<file path="config.mk">
export PLATFORM = sky130hd
export DESIGN_NAME = hazard_fwd_ctrl
export DESIGN_NICKNAME = d
export VERILOG_FILES = /design/src/rtl/hazard_fwd_ctrl.sv
export SDC_FILE = /design/constraint.sdc
export NUM_CORES = 1
export LEC_CHECK = 0
export BUFFER_PORTS_ARGS = -buffer_cell sky130_fd_sc_hd__buf_2
export CAP_MARGIN = 10
export CORE_ASPECT_RATIO = 0.75
export CORE_UTILIZATION = 30
export DETAILED_ROUTE_END_ITERATION = 10
export PLACE_DENSITY = 0.58
export SLEW_MARGIN = 25
export SYNTH_ARGS = -nofsm -noshare
export SYNTH_HDL_FRONTEND = slang
export SYNTH_SLANG_ARGS = --single-unit
</file>
<file path="constraint.sdc">
create_clock -name clk -period 5.5 [get_ports clk]
set_input_delay 1.1 -clock clk [delete_from_list [all_inputs] [get_ports clk]]
set_output_delay 1.1 -clock clk [all_outputs]
set_load 0.01 [all_outputs]
</file>
<file path="src/rtl/hazard_fwd_ctrl.sv">
// hazard_fwd_ctrl
//   Pipeline hazard unit for the RV32I core. It follows the instructions that
//   have left EX through N_FWD downstream stages (stage 1 = EX/MEM, stage
//   N_FWD = writeback). From that history and the instruction now entering EX
//   it produces the operand forwarding selects, the load-use stall and the
//   branch/jump flush.
//
// Parameters
//   N_FWD       downstream stages tracked for forwarding (1..4)
//   LOAD_STALL  bubble cycles inserted on a load-use hazard (1..3)
//   BR_FLUSH    cycles flush is held after a redirect (1..3)
//   SELW        width of the forward selects (derived)
//
// Ports
//   clk          clock
//   rst          synchronous active-high reset
//   inst_i       instruction entering EX
//   inst_valid_i inst_i is a real instruction
//   redirect_i   EX resolved a taken branch/jump this cycle
//   stall_o      hold PC and decode register, bubble into EX
//   flush_o      squash the younger decode/fetch slots
//   fwd_a_sel_o  rs1 source: 0 = regfile, k = stage-k result
//   fwd_b_sel_o  rs2 source, same encoding
//   mem_we_o     stage-1 instruction is a valid store
//   reg_w_en_o   stage-N_FWD instruction writes a non-zero rd
module hazard_fwd_ctrl #(
    parameter int N_FWD      = 2,
    parameter int LOAD_STALL = 1,
    parameter int BR_FLUSH   = 2,
    localparam int SELW      = $clog2(N_FWD + 1)
) (
    input  logic            clk,
    input  logic            rst,
    input  logic [31:0]     inst_i,
    input  logic            inst_valid_i,
    input  logic            redirect_i,
    output logic            stall_o,
    output logic            flush_o,
    output logic [SELW-1:0] fwd_a_sel_o,
    output logic [SELW-1:0] fwd_b_sel_o,
    output logic            mem_we_o,
    output logic            reg_w_en_o
);

    localparam logic [6:0] OP_LUI    = 7'b0110111;
    localparam logic [6:0] OP_AUIPC  = 7'b0010111;
    localparam logic [6:0] OP_JAL    = 7'b1101111;
    localparam logic [6:0] OP_BRANCH = 7'b1100011;
    localparam logic [6:0] OP_LOAD   = 7'b0000011;
    localparam logic [6:0] OP_STORE  = 7'b0100011;
    localparam logic [6:0] OP_REGREG = 7'b0110011;

    typedef enum logic [1:0] {
        S_IDLE,
        S_STALL,
        S_FLUSH
    } state_t;

    state_t state, state_nxt;
    logic [1:0] cnt, cnt_nxt;

    // Index i holds pipeline stage i+1. A stage only needs to remember whether
    // it will write a register and which one; the writer bit doubles as the
    // valid bit because bubbles never write.
    logic [N_FWD-1:0] stg_wr;
    logic [4:0]       stg_rd [N_FWD];
    logic             ld1;
    logic             st1;

    logic [6:0] op;
    logic [4:0] rd, rs1, rs2;
    logic       rs1_used, rs2_used, in_writer;
    logic       eff_valid, hazard, accept;
    logic       stall, flush;

    assign op  = inst_i[6:0];
    assign rd  = inst_i[11:7];
    assign rs1 = inst_i[19:15];
    assign rs2 = inst_i[24:20];

    assign rs1_used  = !(op == OP_LUI || op == OP_AUIPC || op == OP_JAL);
    assign rs2_used  = (op == OP_REGREG || op == OP_STORE || op == OP_BRANCH);
    assign in_writer = (op != OP_STORE) && (op != OP_BRANCH) && (op != 7'd0) && (rd != 5'd0);

    // While a flush is running the decode slot holds squashed work, so EX sees
    // a bubble. The redirecting instruction itself is always real.
    assign eff_valid = inst_valid_i && (redirect_i || state != S_FLUSH);

    // A load in stage 1 has no data yet; any consumer must wait.
    assign hazard = eff_valid && ld1 && stg_wr[0] && !redirect_i &&
                    ((rs1_used && rs1 != 5'd0 && rs1 == stg_rd[0]) ||
                     (rs2_used && rs2 != 5'd0 && rs2 == stg_rd[0]));

    // Next state and stall/flush. A redirect wins over everything, which also
    // cancels a stall in progress and restarts a flush already running.
    always_comb begin
        state_nxt = state;
        cnt_nxt   = cnt;
        stall     = 1'b0;
        flush     = 1'b0;
        if (redirect_i) begin
            flush = 1'b1;
            if (BR_FLUSH > 1) begin
                state_nxt = S_FLUSH;
                cnt_nxt   = 2'(BR_FLUSH - 1);
            end else begin
                state_nxt = S_IDLE;
                cnt_nxt   = 2'd0;
            end
        end else begin
            case (state)
                S_IDLE: begin
                    if (hazard) begin
                        stall = 1'b1;
                        if (LOAD_STALL > 1) begin
                            state_nxt = S_STALL;
                            cnt_nxt   = 2'(LOAD_STALL - 1);
                        end
                    end
                end
                S_STALL, S_FLUSH: begin
                    stall = (state == S_STALL);
                    flush = (state == S_FLUSH);
                    if (cnt <= 2'd1) begin
                        state_nxt = S_IDLE;
                        cnt_nxt   = 2'd0;
                    end else begin
                        cnt_nxt = cnt - 2'd1;
                    end
                end
                default: begin
                    state_nxt = S_IDLE;
                    cnt_nxt   = 2'd0;
                end
            endcase
        end
    end

    assign accept = eff_valid && !stall;

    // State register and stage tracker; stage 1 takes the accepted EX
    // instruction or a bubble, older stages shift down.
    always_ff @(posedge clk) begin
        if (rst) begin
            state  <= S_IDLE;
            cnt    <= 2'd0;
            stg_wr <= '0;
            ld1    <= 1'b0;
            st1    <= 1'b0;
            for (int k = 0; k < N_FWD; k++) begin
                stg_rd[k] <= 5'd0;
            end
        end else begin
            state     <= state_nxt;
            cnt       <= cnt_nxt;
            stg_wr[0] <= accept && in_writer;
            stg_rd[0] <= rd;
            ld1       <= accept && (op == OP_LOAD);
            st1       <= accept && (op == OP_STORE);
            for (int k = 1; k < N_FWD; k++) begin
                stg_wr[k] <= stg_wr[k-1];
                stg_rd[k] <= stg_rd[k-1];
            end
        end
    end

    // Nearest matching writer wins, so scan from oldest to youngest. A load
    // still in stage 1 cannot supply data and masks any older match.
    always_comb begin
        fwd_a_sel_o = '0;
        fwd_b_sel_o = '0;
        for (int k = N_FWD - 1; k >= 0; k--) begin
            if (stg_wr[k] && stg_rd[k] == rs1) begin
                fwd_a_sel_o = (k == 0 && ld1) ? '0 : SELW'(k + 1);
            end
            if (stg_wr[k] && stg_rd[k] == rs2) begin
                fwd_b_sel_o = (k == 0 && ld1) ? '0 : SELW'(k + 1);
            end
        end
        if (!rs1_used || rs1 == 5'd0) begin
            fwd_a_sel_o = '0;
        end
        if (!rs2_used || rs2 == 5'd0) begin
            fwd_b_sel_o = '0;
        end
    end

    assign stall_o    = stall;
    assign flush_o    = flush;
    assign mem_we_o   = st1;
    assign reg_w_en_o = stg_wr[N_FWD-1];

endmodule
</file>
# After elaboration in Yosys (flattened, before gate mapping)
# Memories as Yosys holds them, arrays and structs flattened.
# Cells that the tools add are included.
word_totals:
  register_bits: 8
  ramBits: 10
  input_bits: 36
  output_inout_bits: 8
  wordCells: 100
  mem_count: 1
classes:
  addsub: 1
  magnitude_cmp: 1
  n_eq_ne: 21
  muxes: 23
  n_bitwise: 3
  reduce_logical: 43
mem_list:
  columns: ["memory", "words", "width", "rd", "rd_ports_with_merged_regs", "write_ports", "line_no", "text"]
  rows:
  - ["stg_rd", 2, 5, 2, 0, 2, "66", "logic [4:0] stg_rd [N_FWD];"]
ops:
  columns: ["cell", "n"]
  rows:
  - ["== test 5 bit", 6]
  - ["== test 7 x 6 -> 1 bit, second input constant", 3]
  - ["logical AND 1 bit", 20]
  - ["2-to-1 mux 2 bit", 9]
  - ["nonzero test 5 bit", 3]
  - ["== test 7 bit, second input constant", 2]
  - ["logical NOT 5 bit", 2]
  - ["2-to-1 mux 5 bit", 2]
  - ["2-to-1 mux 1 bit", 9]
  - ["logical OR 1 bit", 8]
  - ["one-hot mux 2 bit (2 select lines)", 2]
  - ["== test 7 x 2 -> 1 bit, second input constant", 1]
  - ["== test 7 x 5 -> 1 bit, second input constant", 1]
  - ["!= test 7 x 6 -> 1 bit, second input constant", 1]
  - ["!= test 7 bit, second input constant", 1]
  - ["nonzero test 7 bit", 1]
  - ["!= test 2 bit, second input constant", 3]
  - ["logical NOT 1 bit", 4]
  - ["AND reduction 2 bit", 2]
  - ["OR reduction 2 bit", 2]
  - ["!= test 3 bit, second input constant", 1]
  - ["== test 2 x 1 -> 1 bit, second input constant", 1]
  - ["== test 2 bit, second input constant", 1]
  - ["less-or-equal comparator 2 x 1 -> 1 bit, second input constant", 1]
  - ["5 further kinds", 6]

# Logic depth before layout (Yosys ltp)
# Gate-level depths: netlist of the first run.
logic_depth:
  word_depth: 14
  depth_mapped: 5

# Worst setup path after synthesis of the first run
# No wires, ideal clock.
synth_timing:
  path_type: "input-to-output"
  start: "in inst_i[16]"
  end: "out stall_o"
  t_arrival_ns: 2.195
  required_ns: 4.400
  setup_slack_ns: 2.205
  stages: 4
  path_buffers: 0
  path_cell_list: "or4_4 o22a_1 a22o_2 and2_1"
synth_between:
  elab_chain_cells: 8
  word_cells_on_any_way: 9
  classes_between: "eq/ne (1); mux (3); reduce/logical (5)"
synth_lines:
  columns: ["element", "line_no", "text"]
  rows:
  - ["from (decl)", "34", "input logic [31:0] inst_i,"]
  - ["nonzero test 5 bit", "91", "((rs1_used && rs1 != 5'd0 && rs1 == stg_rd[0]) ||"]
  - ["logical AND 1 bit", "91", null]
  - ["logical AND 1 bit (*)", "91", null]
  - ["logical OR 1 bit (*)", "91", null]
  - ["logical AND 1 bit (*)", "90", "assign hazard = eff_valid && ld1 && stg_wr[0] && !redirect_i &&"]
  - ["2-to-1 mux 1 bit (*)", "113", "if (hazard) begin"]
  - ["one-hot mux 1 bit (2 select lines) (*)", "111", "case (state)"]
  - ["2-to-1 mux 1 bit (*)", "101", "if (redirect_i) begin"]
  - ["to (decl)", "37", "output logic stall_o,"]
# Mark *: on every way between the ends. The rest lies on a longest branch, timed or not.

# Final worst setup path of the first run
# Ends and elaborated chain as after synthesis.

==> results of run 1 <==
[logic make-up (layout without fill, tap and decap cells)]
group,after synthesis,in the layout,share of synthesized area
and+or+nand+nor,51,51,0.3379
xor gates and xnor gates,20,20,0.1915
DFF,17,17,0.3721
AOI/OAI and AO/OA,14,14,0.09440
buffers and inverters,1,37,0.004100
[synthesized netlist by cell type (2+ instances only)]
master                     n  area share
sky130_fd_sc_hd__a21oi_1   9       0.049
sky130_fd_sc_hd__and3_1    2       0.014
sky130_fd_sc_hd__and4b_2   2       0.025
sky130_fd_sc_hd__dfxtp_1  17        0.37
sky130_fd_sc_hd__nand2_1   4       0.016
sky130_fd_sc_hd__nand3_1   5       0.027
sky130_fd_sc_hd__nor2_1    7       0.029
sky130_fd_sc_hd__nor2b_1  13       0.089
sky130_fd_sc_hd__nor3_1    4       0.022
sky130_fd_sc_hd__nor4_1    3       0.021
sky130_fd_sc_hd__xnor2_1   8       0.077
sky130_fd_sc_hd__xor2_1   12        0.11
[worst min-delay path by stage]
| stage | start | to | slack (ns) | cells past startpoint |
|---|---|---|---|---|
| final | cnt[1] | cnt[1] | 0.50 | 1 |
| after global routing | cnt[1] | cnt[1] | 0.53 | 1 |
| after CTS | cnt[1] | cnt[1] | 0.50 | 1 |
| after detailed placement | cnt[1] | cnt[1] | 0.49 | 1 |
| after global placement | cnt[1] | state[1] | 0.48 | 2 |
| after floorplan | cnt[1] | state[1] | 0.47 | 2 |
[power by group]
part	switching (µW)	internal (µW)	leakage, µW
Sequential	5.49	128	0.000140
Clock	37.9	50.0	0.0000255
Combinational	19.7	21.2	0.000343
[cells in the final DEF (no fill, tap or decap), types with 3 or more instances in the layout]
cell type / count
sky130_fd_sc_hd__a21oi_1: 9
sky130_fd_sc_hd__buf_2: 33
sky130_fd_sc_hd__clkbuf_8: 3
sky130_fd_sc_hd__dfxtp_1: 17
sky130_fd_sc_hd__nand2_1: 4
sky130_fd_sc_hd__nand3_1: 5
sky130_fd_sc_hd__nor2_1: 7
sky130_fd_sc_hd__nor2b_1: 13
sky130_fd_sc_hd__nor3_1: 4
sky130_fd_sc_hd__nor4_1: 3
sky130_fd_sc_hd__xnor2_1: 8
sky130_fd_sc_hd__xor2_1: 12
[state kept, by name, summed over array words and instances, names as in the netlist]
register / flops
stg_wr: 2
stg_rd: 10
state: 1
ld1: 1
mem_we_o: 1
cnt: 2
[metrics by stage]
| stage | hold WS [ns] | power [µW] | area, µm² | setup slack [ns] | utilization |
|---|---|---|---|---|---|
| finish | 0.4982 | 262.7 | 1167 | 1.923 | 0.4256 |
| global route | 0.5280 | 275.5 | 1167 | 1.880 | 0.4256 |
| CTS | 0.5031 | 265.9 | 1167 | 1.921 | 0.4256 |
| detailed placement | 0.4937 | 177.4 | 1121 | 1.925 | 0.4088 |
| global placement | 0.4784 | 176.6 | 1121 | 1.924 | 0.4088 |
| floorplan | 0.4655 | 157.4 | 914.6 | 2.205 | - |
[per-layer routing]
| layer | global-route usage | share of wire | vias up | wire length, µm |
|---|---|---|---|---|
| met1 | 0.1924 | 0.52 | 354 | 1025 |
| met5 | 0 | 0 | - | 0 |
| met3 | 0.01620 | 0.072 | 2 | 142 |
| met2 | 0.1820 | 0.40 | 27 | 789 |
| li1 | - | - | 436 | - |
| met4 | 0.05435 | 0.0061 | 0 | 12 |
[cell type report]
cell class	instances	area (µm²)
Tap cell	36	45.04
Timing Repair Buffer	33	165.2
Fill cell	282	1575
Sequential cell	17	340.3
Clock inverter	1	5.005
Clock buffer	3	41.29
Multi-Input combinational cell	85	570.5
==> impl_metrics.sql, run 1 <==
INSERT INTO impl_metrics (metric_group, metric, value, unit) VALUES
('critical_path', 'r2r-end', 'stg_wr[0]', ''),
('die', 'die-height', '49.82', 'µm'),
('route', 'wirelength', '1.969', 'mm'),
('finish', 'insertedDiodeCount', '0', ''),
('synthesis', 'yosys.cell_types.count', '29', ''),
('global_route', 'grt_use_total', '0.1287', ''),
('power_and_ir_drop', 'leakage', '0.0005084', 'µW'),
('finish', 'ratio_of_cells_with_drive_above_1_in_the_final_layout', '0.3094', ''),
('placement', 'dp_cells', '171', ''),
('synthesis', 'syn_avg_cell_area', '8.880', 'µm²'),
('critical_path', 'timing.critical_path.slowest_stage_cell', 'sky130_fd_sc_hd__or4_4', ''),
('clocking', 'clock_sinks', '17', ''),
('clocking', 'cts-buffers-inserted', '3', ''),
('critical_path', 'worst_ep_arrival_time', '2.48', 'ns'),
('route', 'postRouteAntennaNets', '0', ''),
('finish', 'syn_to_final_growth', '27.63', '%'),
('placement', 'place_hpwl', '1.665', 'mm'),
('clocking', 'cts.clk_slew.worst_paths', '0.06', 'ns'),
('status', 'run_status', 'completed', ''),
('sta', 'setup-violations-final', '0', ''),
('sta', 'final.period_utilization', '0.6504', ''),
('sta', 'grt_setup_unrepaired', 'false', ''),
('critical_path', 'worst-r2r-setup-slack', '4.08', 'ns'),
('global_route', 'grt_pass1_vias', '743', ''),
('placement', 'io_buffer_count', '33', ''),
('clocking', 'ctsLongestPathBuffers', '2', ''),
('clocking', 'cts_tree', 'done', ''),
('global_route', 'largest_net_degree_at_the_start_of_global_routing', '16', ''),
('synthesis', 'syn-num-nets', '139', ''),
('synthesis', 'synth_ff_type', 'sky130_fd_sc_hd__dfxtp_1', ''),
('die', 'initial_utilization', '0.3335', ''),
('die', 'floorplan.core_area', '2743', 'µm²'),
('synthesis', 'synth.ff_latch_count', '17', ''),
('sta', 'min_period', '3.577', 'ns'),
('global_route', 'grt.overflow.total', '0', ''),
('finish', 'finished_layout_cells', '175', ''),
('synthesis', 'synth_sequential_area_ratio', '0.3721', ''),
('route', 'dr.first_iter.drc_count', '42', ''),
('global_route', 'grt_pass1_wl', '3.229', 'mm'),
('sta', 'worst_clock_skew_on_the_final_layout', '0.003843', 'ns'),
('run', 'maxCapViolCount', '0', ''),
('power_and_ir_drop', 'total_power_density_per_cell_area', '225.0', 'nW/µm²'),
('synthesis', 'synthesis.area', '914.6', 'µm²'),
('critical_path', 'crit_top_cell', 'sky130_fd_sc_hd__buf_2', ''),
('route', 'drc', '0', ''),
('route', 'routed_via_density', '4.680', ''),
('critical_path', 'critPathMaxFanout', '4', ''),
('critical_path', 'reg2reg_depth', '5', ''),
('critical_path', 'slowest_delay', '0.54', 'ns'),
('synthesis', 'synth-edff-count', '0', ''),
('clocking', 'cts-root-buf', 'sky130_fd_sc_hd__clkbuf_8', ''),
('synthesis', 'syn_inst', '103', ''),
('critical_path', 'worst_setup_path_end_kind', 'output port', ''),
('sta', 'fmax', '279.6', 'MHz'),
('critical_path', 'path_depth', '6', ''),
('sta', 'final_max_slew_viol_count', '0', ''),
('critical_path', 'cell_family_with_the_largest_share_of_critical_path_delay', 'simple AND/OR/NAND/NOR gates', ''),
('placement', 'routabilityCongestion', '0.8678', ''),
('critical_path', 'crit_path_start', 'inst_i[16]', ''),
('clocking', 'cts-htree-levels', '1', ''),
('die', 'die_w', '65.76', 'µm'),
('sta', 'setup-tns-final', '0', 'ns'),
('critical_path', 'critical_path.startpoint_type', 'primary input', ''),
('critical_path', 'worstSetupEndpoint', 'stall_o', ''),
('finish', 'final_net_count', '176', ''),
('route', 'routedWlPerCell', '11.25', 'µm'),
('synthesis', 'yosys_warnings', '0', ''),
('route', 'number_of_detailed_route_iterations_in_the_first_pass', '4', ''),
('route', 'dr_total_vias', '819', ''),
('critical_path', 'classification_of_the_worst_setup_path', 'primary input to output port', ''),
('global_route', 'number_of_antenna_violations_at_the_first_check_in_global_routing', '0', '');
Power figures use the tool's default switching activity.
==> run 2: changes to the inputs <==
clock period = 3.6 ns   (was 5.5 ns; I/O delays follow)
==> run 2 against run 1 <==
Utilization did not move. Clock power rose by 52%. Critical path depth did not move. Via count fell by 0.61%. Final cell count did not move. Hold slack improved by 0.00053 ns. Die area did not move. Clock-buffer cell count did not move. Clock skew fell by 0.0024 ns. Total power rose by 53%. Non-clock buffer count did not move.
==> impl_metrics.sql, run 2 (same netlist as run 1, synthesis figures left out) <==
INSERT INTO impl_metrics (metric_group, metric, value, unit) VALUES
('finish', 'largest_register_ffs', '10', ''),
('sta', 'final.period_utilization', '0.7850', ''),
('run', 'maxCapViolCount', '0', ''),
('finish', 'regMostFlops', 'stg_rd', ''),
('global_route', 'number_of_antenna_violations_at_the_first_check_in_global_routing', '0', ''),
('sta', 'setup-violations-final', '0', ''),
('die', 'initial_utilization', '0.3335', ''),
('critical_path', 'critical_path.startpoint_type', 'primary input', ''),
('sta', 'measured_slew_at_the_worst_slew_check_pin', '0.3422', 'ns'),
('route', 'drc', '0', ''),
('status', 'run_status', 'completed', ''),
('finish', 'final_core_util', '0.4256', ''),
('die', 'floorplan.io_pins', '44', ''),
('global_route', 'largest_net_degree_at_the_start_of_global_routing', '16', ''),
('clocking', 'ctsLongestPathBuffers', '2', ''),
('sta', 'grt_setup_unrepaired', 'false', ''),
('critical_path', 'worst-r2r-setup-slack', '2.20', 'ns'),
('sta', 'min_period', '2.826', 'ns'),
('global_route', 'grt_pass1_wl', '3.394', 'mm'),
('critical_path', 'classification_of_the_worst_setup_path', 'primary input to output port', ''),
('sta', 'fmax', '353.9', 'MHz'),
('sta', 'fin_worst_hold_slack', '0.4987', 'ns'),
('critical_path', 'critical_register_to_register_path_startpoint', 'stg_rd[0][4]', ''),
('critical_path', 'worst_setup_path_end_kind', 'output port', ''),
('clocking', 'cts_tree', 'done', ''),
('clocking', 'cts_hold_buf', '0', ''),
('placement', 'io_buffer_count', '33', ''),
('finish', 'final_net_count', '176', ''),
('power_and_ir_drop', 'leakage', '0.0005084', 'µW'),
('critical_path', 'critPathRequiredTime', '2.88', 'ns'),
('power_and_ir_drop', 'total_power_density_per_cell_area', '344.2', 'nW/µm²'),
('critical_path', 'critPathMaxFanout', '4', ''),
('global_route', 'grt.overflow.total', '0', ''),
('die', 'fp.dieArea', '3276', 'µm²'),
('die', 'die_w', '65.76', 'µm'),
('route', 'number_of_detailed_route_iterations_in_the_first_pass', '3', ''),
('placement', 'dpl_worst_slack', '0.7780', 'ns'),
('route', 'dr_total_vias', '814', ''),
('clocking', 'clock_sinks', '17', ''),
('placement', 'routabilityCongestion', '0.8690', ''),
('route', 'routedWlPerCell', '11.57', 'µm'),
('sta', 'max_slew_margin', '0.7701', ''),
('sta', 'layout_setup_ws', '0.7741', 'ns'),
('route', 'postRouteAntennaNets', '0', ''),
('clocking', 'cts-htree-levels', '1', ''),
('finish', 'reg.largest.list', 'stg_rd x10, cnt x2, stg_wr x2', ''),
('critical_path', 'worst_ep_arrival_time', '2.11', 'ns'),
('clocking', 'cts-root-buf', 'sky130_fd_sc_hd__clkbuf_8', ''),
('global_route', 'grt_pass1_vias', '780', ''),
('sta', 'final_max_slew_viol_count', '0', ''),
('route', 'wirelength', '2.025', 'mm'),
('die', 'die-height', '49.82', 'µm'),
('worst_hold_path', 'worstHoldPathType', 'register to register', ''),
('clocking', 'cts-resized-gates', '0', ''),
('clocking', 'clk-insertion-delay-late', '0.24', 'ns'),
('finish', 'syn_to_final_growth', '27.63', '%'),
('die', 'floorplan.rows', '16', ''),
('worst_hold_path', 'cell_count_of_the_worst_hold_path', '1', ''),
('critical_path', 'r2r-end', 'stg_wr[0]', ''),
('global_route', 'grt_use_total', '0.1336', ''),
('critical_path', 'reg2reg_depth', '5', ''),
('die', 'floorplan.core_area', '2743', 'µm²'),
('finish', 'final.fill_count', '294', ''),
('power_and_ir_drop', 'ir_drop', '0.0002004', 'V'),
('finish', 'insertedDiodeCount', '0', ''),
('route', 'routed_via_density', '4.651', ''),
('worst_hold_path', 'min_to', 'cnt[1]', ''),
('worst_hold_path', 'hold_path_startpoint', 'cnt[1]', ''),
('clocking', 'cts-buffers-inserted', '3', ''),
('route', 'dr.first_iter.drc_count', '25', ''),
('sta', 'worst_clock_skew_on_the_final_layout', '0.001459', 'ns'),
('finish', 'layout.cells.most_common_list', '33 x sky130_fd_sc_hd__buf_2, 17 x sky130_fd_sc_hd__dfxtp_1, 13 x sky130_fd_sc_hd__nor2b_1', ''),
('placement', 'place_hpwl', '1.706', 'mm'),
('finish', 'layout.cells.most_common', 'sky130_fd_sc_hd__buf_2', ''),
('clocking', 'cts.clk_slew.worst_paths', '0.06', 'ns'),
('finish', 'ratio_of_cells_with_drive_above_1_in_the_final_layout', '0.3094', ''),
('sta', 'setup-tns-final', '0', 'ns'),
('sta', 'report.final.hold_viol_count', '0', ''),
('clocking', 'postCtsSetupBuffers', '0', '');
-- run 2: cell counts in the layout (fill, tap and decap cells not counted) --
No cell type changed its count.
-- run 2: metal layers --
| metal | up-vias | GRT usage | share of wire |
|---|---|---|---|
| met1 | 356 | 0.1980 | 0.53 |
| met2 | 23 | 0.1956 | 0.41 |
| li1 | 433 | - | - |
| met5 | - | 0 | 0 |
| met4 | 0 | 0.04348 | 0.0059 |
| met3 | 2 | 0.01852 | 0.053 |
-- run 2: report_power, final --
part | total (µW) | switching, µW | internal (µW)
Combinational | 62.9 | 30.6 | 32.3
Sequential | 204 | 8.33 | 196
Clock | 134 | 57.9 | 76.4
-- run 2: worst max-delay path by stage --
stage	start	end	depth (start not counted)	slack, ns
floorplan	inst_i[16]	stall_o	4	1.06
global placement	inst_i[16]	stall_o	6	0.78
detailed placement	inst_i[16]	stall_o	6	0.78
CTS	inst_i[16]	stall_o	6	0.77
global route	inst_i[16]	stall_o	6	0.74
finish	inst_i[16]	stall_o	6	0.77
-- run 2: worst max-delay path: stages --
cell and delay (ns):
sky130_fd_sc_hd__buf_2 0.13, sky130_fd_sc_hd__or4_4 0.53, sky130_fd_sc_hd__o22a_1 0.21, sky130_fd_sc_hd__a22o_2 0.25, sky130_fd_sc_hd__and2_1 0.14, sky130_fd_sc_hd__buf_2 0.13
-- run 2: cell type report --
cell class	count	area, µm²	area share
clock buffer	3	41.29	0.03537
clock inverter	1	5.005	0.004287
multi-input combinational	85	570.5	0.4887
sequential	17	340.3	0.2915
tap	36	45.04	0.03859
timing repair buffer	33	165.2	0.1415
-- run 2: through the flow --
stage	std cells	total power, µW	instance area [µm²]
3_5_place_dp	171	271.6	1121
5_1_grt	175	422.8	1167
2_1_floorplan	103	240.5	914.6
4_1_cts	175	407.5	1167
3_3_place_gp	171	269.8	1121
6_report	175	401.8	1167
==> run 3: changes to the inputs <==
clock period = 2.8 ns   (was 3.6 ns; I/O delays follow)
==> run 3 against run 2 <==
First-iteration DRC count is 48% higher. Flip-flop and latch count stayed put. Utilization unchanged. Register-to-register slack got worse by 0.82 ns. Clock skew barely moved. Final area is the same. Critical path depth did not move. Critical endpoint unchanged.
==> impl_metrics.sql, run 3 (same netlist as run 1, synthesis figures left out) <==
INSERT INTO impl_metrics (metric_group, metric, value, unit) VALUES
('sta', 'measured_slew_at_the_worst_slew_check_pin', '0.3539', 'ns'),
('critical_path', 'worst_setup_path_end_kind', 'output port', ''),
('finish', 'final_design_area_no_fill', '1167', 'µm²'),
('route', 'routedWlPerCell', '11.62', 'µm'),
('critical_path', 'critPathRequiredTime', '2.24', 'ns'),
('clocking', 'clock_sinks', '17', ''),
('sta', 'setup-tns-final', '0', 'ns'),
('status', 'run_status', 'completed', ''),
('clocking', 'ctsLongestPathBuffers', '2', ''),
('global_route', 'grt_use_total', '0.1311', ''),
('sta', 'min_period', '2.497', 'ns'),
('critical_path', 'worst_ep_arrival_time', '1.94', 'ns'),
('route', 'dr.first_iter.drc_count', '37', ''),
('clocking', 'cts-root-buf', 'sky130_fd_sc_hd__clkbuf_8', ''),
('die', 'initial_utilization', '0.3335', ''),
('die', 'floorplan.core_area', '2743', 'µm²'),
('critical_path', 'critPathMaxFanout', '4', ''),
('die', 'die_w', '65.76', 'µm'),
('route', 'postRouteAntennaNets', '0', ''),
('power_and_ir_drop', 'ir_drop', '0.0002576', 'V'),
('placement', 'place_hpwl', '1.709', 'mm'),
('global_route', 'grt_pass1_wl', '3.305', 'mm'),
('run', 'maxCapViolCount', '0', ''),
('global_route', 'grt_pass1_vias', '790', ''),
('sta', 'worst_clock_skew_on_the_final_layout', '0.001263', 'ns'),
('critical_path', 'r2r-end', 'stg_wr[0]', ''),
('sta', 'final_max_slew_viol_count', '0', ''),
('route', 'dr_total_vias', '822', ''),
('power_and_ir_drop', 'fin_total_pwr', '518.9', 'µW'),
('clocking', 'cts.clk_slew.worst_paths', '0.06', 'ns'),
('finish', 'insertedDiodeCount', '0', ''),
('critical_path', 'classification_of_the_worst_setup_path', 'primary input to output port', ''),
('critical_path', 'worst-r2r-setup-slack', '1.38', 'ns'),
('finish', 'final_net_count', '176', ''),
('sta', 'max_slew_margin', '0.7636', ''),
('clocking', 'postCtsSetupBuffers', '0', ''),
('critical_path', 'critical_path.startpoint_type', 'primary input', ''),
('worst_hold_path', 'worstHoldPathType', 'register to register', ''),
('sta', 'final.period_utilization', '0.8916', ''),
('clocking', 'cts-buffers-inserted', '3', ''),
('finish', 'final.fill_count', '284', ''),
('die', 'floorplan.io_pins', '44', ''),
('sta', 'grt_setup_unrepaired', 'false', ''),
('finish', 'layout.cells.most_common', 'sky130_fd_sc_hd__buf_2', ''),
('sta', 'fmax', '400.5', 'MHz'),
('placement', 'detailed_place.area', '1121', 'µm²'),
('placement', 'routabilityCongestion', '0.8687', ''),
('finish', 'regMostFlops', 'stg_rd', ''),
('sta', 'report.final.hold_viol_count', '0', ''),
('global_route', 'grt.overflow.total', '0', ''),
('die', 'floorplan.rows', '16', ''),
('power_and_ir_drop', 'total_power_density_per_cell_area', '444.5', 'nW/µm²'),
('die', 'fp.dieArea', '3276', 'µm²'),
('clocking', 'cts_hold_buf', '0', ''),
('global_route', 'largest_net_degree_at_the_start_of_global_routing', '16', ''),
('worst_hold_path', 'cell_count_of_the_worst_hold_path', '1', ''),
('finish', 'reg.largest.list', 'stg_rd x10, cnt x2, stg_wr x2', ''),
('die', 'die-height', '49.82', 'µm'),
('sta', 'setup-violations-final', '0', ''),
('power_and_ir_drop', 'leakage', '0.0005084', 'µW'),
('finish', 'largest_register_ffs', '10', ''),
('clocking', 'cts-htree-levels', '1', ''),
('clocking', 'clk-insertion-delay-late', '0.24', 'ns'),
('worst_hold_path', 'min_to', 'cnt[1]', ''),
('finish', 'seq_area', '340.3', 'µm²'),
('finish', 'multiInputGateArea', '570.5', 'µm²'),
('global_route', 'number_of_antenna_violations_at_the_first_check_in_global_routing', '0', ''),
('worst_hold_path', 'hold_path_startpoint', 'cnt[1]', ''),
('critical_path', 'critical_register_to_register_path_startpoint', 'stg_rd[0][0]', ''),
('route', 'routed_via_density', '4.697', ''),
('finish', 'layout.cells.most_common_list', '33 x sky130_fd_sc_hd__buf_2, 17 x sky130_fd_sc_hd__dfxtp_1, 13 x sky130_fd_sc_hd__nor2b_1', ''),
('route', 'number_of_detailed_route_iterations_in_the_first_pass', '4', ''),
('finish', 'syn_to_final_growth', '27.63', '%'),
('clocking', 'cts-resized-gates', '0', ''),
('route', 'drc', '0', ''),
('finish', 'ratio_of_cells_with_drive_above_1_in_the_final_layout', '0.3094', ''),
('critical_path', 'reg2reg_depth', '5', ''),
('clocking', 'cts_tree', 'done', ''),
('route', 'wirelength', '2.034', 'mm'),
('placement', 'io_buffer_count', '33', '');
## run 3: metrics by stage
stage | util | setup slack, ns | instances | hold WS [ns]
after floorplan | - | 0.5845 | 103 | 0.4655
after global placement | 0.4088 | 0.3040 | 171 | 0.4785
after detailed placement | 0.4088 | 0.3077 | 171 | 0.4937
after CTS | 0.4256 | 0.3023 | 175 | 0.5031
after global routing | 0.4256 | 0.2660 | 175 | 0.5280
final | 0.4256 | 0.3034 | 175 | 0.4991
## run 3: how the worst max path moves through the flow
stage	from	cells after the start	endpoint	slack, ns
2_1_floorplan	inst_i[16]	4	stall_o	0.58
3_5_place_dp	inst_i[16]	6	stall_o	0.31
4_1_cts	inst_i[16]	6	stall_o	0.30
3_3_place_gp	inst_i[16]	6	stall_o	0.30
5_1_grt	inst_i[16]	6	stall_o	0.27
6_report	inst_i[16]	6	stall_o	0.30
## run 3: final cells by class
| class | count | area share |
|---|---|---|
| Tap cell | 36 | 0.03859 |
| Multi-Input combinational cell | 85 | 0.4887 |
| Clock buffer | 3 | 0.03537 |
| Sequential cell | 17 | 0.2915 |
| Clock inverter | 1 | 0.004287 |
| Timing Repair Buffer | 33 | 0.1415 |
## run 3: power by group
group	switching [µW]	internal, µW
Combinational	38.8	41.5
Sequential	10.8	252
Clock	77.3	98.3
## run 3: per-layer routing
metal / vias up / GRT usage / routed length, µm
met2: 28 / 0.1922 / 782
li1: 436 / - / -
met4: 0 / 0.04710 / 12
met3: 2 / 0.01389 / 141
met1: 356 / 0.1949 / 1098
met5: - / 0 / 0
## run 3: worst max-delay path: stages
cell and delay, ns:
sky130_fd_sc_hd__buf_2 0.13, sky130_fd_sc_hd__or4_4 0.53, sky130_fd_sc_hd__o22a_1 0.21, sky130_fd_sc_hd__a22o_2 0.24
sky130_fd_sc_hd__and2_1 0.14, sky130_fd_sc_hd__buf_2 0.13
